==> config.mk <==
export PLATFORM = sky130hd
export DESIGN_NAME = one_to_many_demux
export DESIGN_NICKNAME = d
export VERILOG_FILES = /design/src/rtl/one_to_many_demux_pkg.sv /design/src/rtl/one_to_many_demux_buffer.sv /design/src/rtl/one_to_many_demux.sv
export SDC_FILE = /design/constraint.sdc
export NUM_CORES = 1
export LEC_CHECK = 0
export CAP_MARGIN = 20
export CORE_UTILIZATION = 45
export DETAILED_ROUTE_END_ITERATION = 10
export PLACE_DENSITY = 0.71
export SYNTH_ARGS = -nofsm -noshare
export SYNTH_HDL_FRONTEND = slang
export SYNTH_HIERARCHICAL = 1
export SYNTH_SLANG_ARGS = --single-unit
==> constraint.sdc <==
create_clock -name clk -period 2.4 [get_ports clk]
set_input_delay 0.36 -clock clk [delete_from_list [all_inputs] [get_ports clk]]
set_output_delay 0.36 -clock clk [all_outputs]
set_load 0.01 [all_outputs]
==> src/rtl/one_to_many_demux_pkg.sv <==
// Shared definitions for the hub-side message fan-out path.
// Holds the destination-field extractor, the drop counter width and the
// default broadcast flag position (measured down from the message MSB).
package helios_hub_pkg;

  localparam int unsigned DROP_CNT_WIDTH   = 16;
  localparam int unsigned BCAST_MSB_OFFSET = 1;
  localparam int unsigned DEST_MAX_W       = 32;
  localparam int unsigned MSG_MAX_W        = 1024;

  // Pull the destination field msg[lsb +: width] out of a zero-extended message.
  function automatic logic [DEST_MAX_W-1:0] extract_dest(
    input logic [MSG_MAX_W-1:0] msg,
    input int unsigned          lsb,
    input int unsigned          width
  );
    logic [DEST_MAX_W-1:0] d;
    d = '0;
    for (int unsigned b = 0; b < DEST_MAX_W; b++) begin
      if (b < width && (lsb + b) < MSG_MAX_W) d[b] = msg[lsb + b];
    end
    return d;
  endfunction

endpackage

==> src/rtl/one_to_many_demux_buffer.sv <==
// demux_out_buffer: 2-entry registered FIFO for one output channel.
// Head data and valid come straight from flops; there is no bypass, so a
// push into an empty buffer shows up on the head one cycle later.
module demux_out_buffer #(
  parameter int unsigned DATA_W = 32
) (
  input  logic              clk,
  input  logic              reset_n,
  input  logic              push,
  input  logic [DATA_W-1:0] push_data,
  input  logic              ready,
  output logic              valid,
  output logic              full,
  output logic [DATA_W-1:0] head
);

  logic [1:0]        occ_p1;
  logic [DATA_W-1:0] slot0_p1;
  logic [DATA_W-1:0] slot1_p1;
  logic              push_ok;
  logic              pop;

  assign valid   = (occ_p1 != 2'd0);
  assign full    = (occ_p1 == 2'd2);
  assign head    = slot0_p1;
  assign pop     = valid && ready;
  // A full buffer ignores pushes; the freed slot only counts from next cycle.
  assign push_ok = push && !full;

  // Storage update: slot0 is always the head, slot1 the second entry.
  always_ff @(posedge clk or negedge reset_n) begin
    if (!reset_n) begin
      occ_p1   <= 2'd0;
      slot0_p1 <= '0;
      slot1_p1 <= '0;
    end else begin
      unique case ({push_ok, pop})
        2'b10: begin
          if (occ_p1 == 2'd0) slot0_p1 <= push_data;
          else                slot1_p1 <= push_data;
          occ_p1 <= occ_p1 + 2'd1;
        end
        2'b01: begin
          slot0_p1 <= slot1_p1;
          occ_p1   <= occ_p1 - 2'd1;
        end
        2'b11: begin
          // Only reachable with one entry: the new message becomes head.
          slot0_p1 <= push_data;
        end
        default: begin
        end
      endcase
    end
  end

endmodule

==> src/rtl/one_to_many_demux.sv <==
// one_to_many_demux: fans one ready/valid message stream out to
// TRUE_FIFO_COUNT per-destination channels, each behind its own 2-entry
// buffer. Out-of-range destinations are consumed and counted in drop_count.
// Optional feature macro: DEMUX_BROADCAST_EN -- when defined, a message with
// in_data[BCAST_BIT]=1 is pushed to every channel at once.
module one_to_many_demux
  import helios_hub_pkg::*;
#(
  parameter int unsigned HUB_FIFO_WIDTH  = 32,
  parameter int unsigned TRUE_FIFO_COUNT = 3,
  parameter int unsigned DEST_LSB        = 0,
  parameter int unsigned BCAST_BIT       = HUB_FIFO_WIDTH - BCAST_MSB_OFFSET
) (
  input  logic                                      clk,
  input  logic                                      reset_n,
  input  logic [HUB_FIFO_WIDTH-1:0]                 in_data,
  input  logic                                      in_valid,
  output logic                                      in_ready,
  output logic [TRUE_FIFO_COUNT*HUB_FIFO_WIDTH-1:0] combined_fifo_in_data_vector,
  output logic [TRUE_FIFO_COUNT-1:0]                combined_fifo_in_valid_vector,
  input  logic [TRUE_FIFO_COUNT-1:0]                combined_fifo_in_ready_vector,
  output logic [DROP_CNT_WIDTH-1:0]                 drop_count
);

  localparam int unsigned DEST_WIDTH = $clog2(TRUE_FIFO_COUNT);

  logic [DEST_MAX_W-1:0]      dest;
  logic                       dest_ok;
  logic                       bcast;
  logic                       accept;
  logic                       drop;
  logic [TRUE_FIFO_COUNT-1:0] full;
  logic [TRUE_FIFO_COUNT-1:0] push;
  logic [DROP_CNT_WIDTH-1:0]  drop_cnt_p1;

  function automatic logic [DROP_CNT_WIDTH-1:0] sat_inc(
    input logic [DROP_CNT_WIDTH-1:0] cnt,
    input logic                      en
  );
    if (en && cnt != {DROP_CNT_WIDTH{1'b1}}) return cnt + 1'b1;
    return cnt;
  endfunction

  // Route decode: in_ready depends on in_data and buffer state only.
  always_comb begin
    dest    = extract_dest(MSG_MAX_W'(in_data), DEST_LSB, DEST_WIDTH);
    dest_ok = (dest < DEST_MAX_W'(TRUE_FIFO_COUNT));
    bcast   = 1'b0;
`ifdef DEMUX_BROADCAST_EN
    bcast   = in_data[BCAST_BIT];
`endif
    in_ready = 1'b1;
    if (bcast) begin
      in_ready = &(~full);
    end else begin
      for (int i = 0; i < int'(TRUE_FIFO_COUNT); i++) begin
        if (dest_ok && dest == DEST_MAX_W'(i)) in_ready = !full[i];
      end
    end
    accept = in_valid && in_ready;
    push   = '0;
    for (int i = 0; i < int'(TRUE_FIFO_COUNT); i++) begin
      push[i] = accept && (bcast || (dest_ok && dest == DEST_MAX_W'(i)));
    end
    drop = accept && !bcast && !dest_ok;
  end

  // Saturating count of discarded out-of-range messages.
  always_ff @(posedge clk or negedge reset_n) begin
    if (!reset_n) drop_cnt_p1 <= '0;
    else          drop_cnt_p1 <= sat_inc(drop_cnt_p1, drop);
  end

  assign drop_count = drop_cnt_p1;

  for (genvar g = 0; g < int'(TRUE_FIFO_COUNT); g++) begin : g_chan
    demux_out_buffer #(
      .DATA_W (HUB_FIFO_WIDTH)
    ) u_buf (
      .clk       (clk),
      .reset_n   (reset_n),
      .push      (push[g]),
      .push_data (in_data),
      .ready     (combined_fifo_in_ready_vector[g]),
      .valid     (combined_fifo_in_valid_vector[g]),
      .full      (full[g]),
      .head      (combined_fifo_in_data_vector[g*HUB_FIFO_WIDTH +: HUB_FIFO_WIDTH])
    );
  end

endmodule
# ---- Word level (Yosys, flattened, before mapping)
# Cells that the tools add are included.
dict set report word_totals {
  regBits 214
  in_bits 38
  output_inout_bits 116
  elab_cells 91
}
dict set report op_classes {
  n_addsub 7
  order_cmp 1
  n_eq_ne 18
  mux 14
  bitwise 3
  n_reduce_logical 38
}
# cell n
set ops {}
lappend ops {{$pmux W32 S3} 3}
lappend ops {{$mux W32} 3}
lappend ops {{$eq A2 B2 Y1 const B} 10}
lappend ops {{$add A16 B1 Y16 const B} 1}
lappend ops {{$mux W16} 1}
lappend ops {{$ne A16 B16 Y1 const B} 1}
lappend ops {{$logic_and A1 B1 Y1} 15}
lappend ops {{$pmux W2 S2} 3}
lappend ops {{$reduce_and A2 Y1} 6}
lappend ops {{$reduce_bool A2 Y1} 6}
lappend ops {{$reduce_bool A3 Y1} 3}
lappend ops {{$eq A2 B1 Y1 const B} 4}
lappend ops {{$logic_not A2 Y1} 4}
lappend ops {{$add A2 B1 Y2 const B} 3}
lappend ops {{$ne A2 B1 Y1 const B} 3}
lappend ops {{$sub A2 B1 Y2 const B} 3}
lappend ops {{$logic_not A1 Y1} 4}
lappend ops {{$mux W1} 4}
lappend ops {{$not A1 Y1} 3}
lappend ops {{$lt A2 B2 Y1 const B} 1}

# ---- Longest topological paths before layout
dict set report logic_depth {
  depth_word 11
  ltp_mapped 10
  mapped_depth_nobuf 8
}

# ---- By module
# Netlist, hierarchy kept.
# module n_inst cells_each area_each_um2 seq_area_each_um2
set modules_own_cells {}
lappend modules_own_cells {demux_out_buffer 3 188 3065.4 1651.6}
lappend modules_own_cells {one_to_many_demux 1 77 848.3 400.4}

# ---- Worst setup path before layout
# No wires, ideal clock.
dict set report synth_timing {
  path_kind {register to register}
  start {register g_chan[0].u_buf.occ_p1[1]}
  end {register g_chan[0].u_buf.slot0_p1[10]}
  setup_time_ns 0.125
  arrival_time_ns 2.346
  t_required_ns 2.275
  setup_slack_ns -0.071
  path_stages_with_launch 10
  path_buffers 2
  synth_period_minus_slack_ns 2.471
  path_cell_list {dfrtp_1 or2b_2 inv_1 nor4b_1 nand2_1 ha_1 buf_2 clkbuf_1 mux2_2 mux2_4}
}
dict set report synth_between {
  elab_chain_cells 11
  word_cells_on_any_way 18
  cone_classes {eq/ne (5); mux (4); reduce/logical (9)}
}
# element line
set synth_lines {}
lappend synth_lines {{from (decl)} one_to_many_demux_buffer.sv:17} ;# logic [1:0] occ_p1;
lappend synth_lines {{from (signal assigned)} one_to_many_demux_buffer.sv:41} ;# occ_p1 <= occ_p1 + 2'd1;
lappend synth_lines {{from (signal assigned)} one_to_many_demux_buffer.sv:45} ;# occ_p1 <= occ_p1 - 2'd1;
lappend synth_lines {{$eq A2 B2 Y1 (*)} one_to_many_demux_buffer.sv:24} ;# assign full = (occ_p1 == 2'd2);
lappend synth_lines {{via full[0]} one_to_many_demux.sv:32} ;# logic [TRUE_FIFO_COUNT-1:0] full;
lappend synth_lines {{$logic_not A1 Y1 (*)} one_to_many_demux.sv:57} ;# if (dest_ok && dest == DEST_MAX_W'(i)) in_ready = !full[i];
lappend synth_lines {{$mux W1 (*) (3 in a row)} one_to_many_demux.sv:57}
lappend synth_lines {{$logic_and A1 B1 Y1 (*)} one_to_many_demux.sv:60} ;# accept = in_valid && in_ready;
lappend synth_lines {{$logic_and A1 B1 Y1 (*)} one_to_many_demux.sv:63} ;# push[i] = accept && (bcast || (dest_ok && dest == DEST_MAX_W'(i)));
lappend synth_lines {{via push[0]} one_to_many_demux.sv:33} ;# logic [TRUE_FIFO_COUNT-1:0] push;
lappend synth_lines {{$logic_and A1 B1 Y1 (*)} one_to_many_demux_buffer.sv:28} ;# assign push_ok = push && !full;
lappend synth_lines {{$eq A2 B2 Y1 or $eq A2 B1 Y1 (tied branches)} one_to_many_demux_buffer.sv:37} ;# unique case ({push_ok, pop})
lappend synth_lines {{$ne A2 B1 Y1 (no source line) or $reduce_bool A3 Y1 (tied branches)} n/a}
lappend synth_lines {{$reduce_and A2 Y1 (no source line)} n/a}
lappend synth_lines {{to (signal assigned)} one_to_many_demux_buffer.sv:39} ;# if (occ_p1 == 2'd0) slot0_p1 <= push_data;
lappend synth_lines {{to (signal assigned)} one_to_many_demux_buffer.sv:44} ;# slot0_p1 <= slot1_p1;
lappend synth_lines {{to (signal assigned)} one_to_many_demux_buffer.sv:49} ;# slot0_p1 <= push_data;
lappend synth_lines {{to (decl)} one_to_many_demux_buffer.sv:18} ;# logic [DATA_W-1:0] slot0_p1;
# The timed path passes the listed nets; every way through them passes the cells marked *.
# A chain may end at the register's enable or synchronous reset.

# ---- Worst setup path in the final report
dict set report layout_timing {
  start {register g_chan[1].u_buf.occ_p1[0]}
  end {output port in_ready}
}
dict set report layout_between {
  elab_chain_cells 4
}
# element line
set layout_lines {}
lappend layout_lines {{from (decl)} one_to_many_demux_buffer.sv:17}
lappend layout_lines {{from (signal assigned)} one_to_many_demux_buffer.sv:41}
lappend layout_lines {{from (signal assigned)} one_to_many_demux_buffer.sv:45}
lappend layout_lines {{$eq A2 B2 Y1} one_to_many_demux_buffer.sv:24}
lappend layout_lines {{via full[1]} one_to_many_demux.sv:32}
lappend layout_lines {{$logic_not A1 Y1} one_to_many_demux.sv:57}
lappend layout_lines {{$mux W1 (2 in a row)} one_to_many_demux.sv:57}
lappend layout_lines {{to (decl)} one_to_many_demux.sv:18} ;# output logic in_ready,
# The timed path passes the listed nets, and every way through them passes these cells.

==> run_results.csv <==
group,metric,value,unit
synthesis,synth-edff-count,0,
synthesis,syn-mean-instance-area,15.7,sq um
synthesis,synthSimpleGateAreaFrac,3.86,%
grt,antenna_found_initial,0,
worst_setup_path,cp_top_family,"flip-flops",
worst_setup_path,slowest_delay,0.45,ns
worst_setup_path,cp.arrival,1.89,ns
detailed_routing,wl_per_cell,19.8,um
worst_setup_path,crit_chain,"or2b_2 -> inv_1 -> mux2i_1 -> nor2_1 -> a31oi_1 -> dlygate4sd2_1",
clock_network,clock_latency,0.51,ns
synthesis,synth_top_area_share,53.3,%
synthesis,yosys.area_share.adder,0.872,%
worst_setup_path,crit_type,"register to primary output",
worst_setup_path,path_buf_inv,2,
worst_setup_path,cp.required,2.04,ns
synthesis,ys_warn_count,6,
synthesis,yosys-mux-area-fraction,35.9,%
sta,fin_crit_sh,93.9,%
power,ir_worst_vdd,0.672,mV
worst_setup_path,critPathMaxFanout,4,
detailed_routing,dr.first_iter.drc_count,143,
grt,grt_first_pass_wirelength,35100,um
final_layout,drive_gt1_share,46.8,%
detailed_routing,vias,5887,
synthesis,synth.distinct_cells,34,
clock_network,cts_buffers,24,
worst_setup_path,crit_path_end_kind,"primary output",
synthesis,synth_largest_area_cell,"dfrtp_1",
final_layout,synthToLayoutAreaGrowth,28.8,%
sta,slew_viol_final,0,
final_layout,fillers,1663,
detailed_routing,vias_per_cell,5.25,
sta,setup_violations,0,
power,power_leakage,5.85,nW
detailed_routing,firstDrtPassIters,4,
synthesis,netlist_area,0.0100,sq mm
floorplanning,rows,54,
final_layout,final_core_util,59.3,%
synthesis,synth_compound_area_share,0.548,%
final_layout,fin_nets,868,
synthesis,synth_ff_type,"dfrtp_1",
clock_network,cts_setup_buffers,0,
outcome,status,"finished, final reports clean",
clock_network,cts_sinks,214,
worst_setup_path,startpoint_type,"register",
final_layout,stdcell_area,0.0129,sq mm
sta,rsz0062_at_grt,"no",
sta,layout_min_cycle_time,2.25,ns
grt,gr-usage-all-layers,19.8,%
floorplanning,core_area,0.0218,sq mm
clock_network,cts_tree,"done",
floorplanning,io_pins,154,
clock_network,cts_root_buffer,"clkbuf_16",
hold_path,hold_path.class,"input pin to asynchronous set/reset pin",
detailed_routing,final_antenna_net_count,0,
final_layout,multi_input_area,0.00437,sq mm
floorplanning,die_w,151,um
synthesis,postSynthCellCount,641,
placement,portBuffers,153,
detailed_routing,drcViolationCount,0,
worst_setup_path,crit_slowest_cell,"dfrtp_1",
placement,pre_cts_slack,-0.126,ns
synthesis,synth_xor_area_share,2.09,%
floorplanning,fp.dieH,151,um
sta,setup_ws,0.146,ns
detailed_routing,wl,22200,um
power,power.density,1360,mW/mm^2
sta,tightest_slew,0.420,ns
sta,slew_headroom,72.0,%
synthesis,synth_seq_cells,214,
sta,skew,0.0111,ns
sta,fmax,0.444,GHz
synthesis,synth_top_family_by_area,"multiplexers",
floorplanning,start_util,46.0,%
synthesis,syn-num-nets,686,
placement,place_congestion,0.811,
placement,dp_hpwl,15000,um
final_layout,seq_area,0.00536,sq mm
clock_network,clk_pin_slew_worst_paths,0.06,ns
clock_network,htreeDepth,1,
floorplanning,dieArea,0.0229,sq mm
grt,grt_overflow,0,
power,total_power,0.0176,W
grt,grt_pass1_vias,6412,
synthesis,ys_seq_area_share,53.3,%
synthesis,yosys-top-cells-area,"dfrtp_1 (53%), mux2_2 (22%), mux2_4 (13%)",
final_layout,diodes,0,
synthesis,async_reset_ff_share,100,%
run,cap_viol_max_count,0,
sta,finalHoldViolations,0,
clock_network,clk_path_buf_depth,3,
worst_setup_path,regToRegSetupSlack,0.16,ns
placement,detailed_place.area,0.0121,sq mm
grt,grt_max_degree,61,
sta,tns,0,ns
-- synthesized netlist by cell type, types with 2 or more instances --
| master | n |
|---|---|
| nor3_1 | 5 |
| nand4_1 | 6 |
| inv_1 | 8 |
| nor2_1 | 5 |
| nor4_2 | 2 |
| a21oi_4 | 3 |
| nor2_4 | 3 |
| inv_4 | 3 |
| buf_2 | 16 |
| mux2_2 | 198 |
| buf_12 | 9 |
| nor4b_1 | 3 |
| dfrtp_1 | 214 |
| inv_2 | 3 |
| nand2_1 | 11 |
| or2b_2 | 3 |
| ha_1 | 7 |
| nand3_1 | 4 |
| nor4_1 | 4 |
| nand2_4 | 3 |
| clkbuf_1 | 7 |
| xnor2_1 | 9 |
| xor2_1 | 15 |
| mux2_4 | 90 |
-- cells by family after synthesis --
group	count (synthesis)
DFF	214
muxes	290
adders and majority gates	7
xor gates and xnor gates	24
buffers and inverters	46
AOI/OAI and AO/OA	4
and+or+nand+nor	56
-- stage by stage --
step           std cells  hold slack (ns)
2_1_floorplan        641           0.0644
3_3_place_gp        1076            0.338
3_5_place_dp        1076            0.342
4_1_cts             1121            0.378
5_1_grt             1121            0.425
6_report            1121            0.360
-- report_power, final --
group          switching, W  leakage [nW]  internal (W)  total (W)
sequential          0.00108          2.61       0.00534    0.00642
clock               0.00146         0.428       0.00247    0.00392
combinational       0.00260          2.81       0.00462    0.00722
total               0.00514          5.85        0.0124     0.0176
-- worst register-to-register path: stages, from the launching register on --
cell and delay [ns]:
dfrtp_1 0.45, or2b_2 0.34, inv_1 0.08, nor3_1 0.08, nand2_1 0.09, ha_2 0.21, buf_4 0.23, mux2_2 0.37
mux2_4 0.27
-- layout by cell type, fill, tap and decap left out, types with 2 or more instances in the layout --
cell type / netlist / routed
xnor2_1: 9 / 9
mux2_2: 198 / 198
clkinv_2: 0 / 5
nand2_4: 3 / 3
clkbuf_1: 7 / 4
nand4_1: 6 / 6
nor4_1: 4 / 4
clkbuf_16: 0 / 25
nand2_1: 11 / 8
buf_12: 9 / 11
inv_4: 3 / 3
clkdlybuf4s50_1: 0 / 151
a21oi_4: 3 / 3
mux2_4: 90 / 90
inv_1: 8 / 8
nor4_2: 2 / 2
nor4b_1: 3 / 2
nor3_1: 5 / 5
inv_2: 3 / 3
nor2_1: 5 / 5
ha_2: 0 / 3
nand2_2: 0 / 3
buf_4: 0 / 23
clkbuf_8: 0 / 5
xor2_1: 15 / 15
or2b_2: 3 / 3
bufinv_16: 0 / 4
dfrtp_1: 214 / 214
ha_1: 7 / 4
nand3_1: 4 / 4
nor2_4: 3 / 3
-- worst paths after layout --
check                      depth (start not counted)                      endpoint                          from
min reg2reg                                        1  g_chan[0].u_buf/slot1_p1[11]  g_chan[0].u_buf/slot1_p1[11]
max reg2reg                                        8      g_chan[1].u_buf/head[30]     g_chan[1].u_buf/occ_p1[0]
max in group asynchronous                          3  g_chan[0].u_buf/slot1_p1[24]                       reset_n
min in group clk                                   1  g_chan[0].u_buf/slot1_p1[11]  g_chan[0].u_buf/slot1_p1[11]
min                                                2                drop_count[12]                       reset_n
max                                                6                      in_ready     g_chan[1].u_buf/occ_p1[0]
-- per-layer routing --
metal	track usage, %	up-vias	part of all wire [%]
met5	0	-	0
met4	5.25	0	1.7
met3	2.44	29	3.5
met2	33.3	110	50
met1	26.9	3096	45
li1	-	2652	-
-- repair_timing --
action | CTS | global route
hold buffers | 1 | 0
gates resized for setup | 1 | 0
endpoints found under the hold margin | 44 | 0
endpoints found under the setup margin | 1 | 0
-- layout make-up --
| cell class | instances | area share [%] |
|---|---|---|
| flip-flops and latches | 214 | 41.4 |
| clock buffers | 33 | 5.38 |
| clock inverters | 11 | 1.28 |
| inverters | 14 | 0.464 |
| repair buffers | 188 | 15.0 |
| well taps | 280 | 2.71 |
| multi-input cells | 381 | 33.8 |
-- sequential cells by signal (all words and copies together), names as in the netlist --
name	count
drop_count	16
g_chan.u_buf/occ_p1	6
g_chan.u_buf/head	96
g_chan.u_buf/slot1_p1	96
No activity file was read; power rests on OpenSTA's default activity.
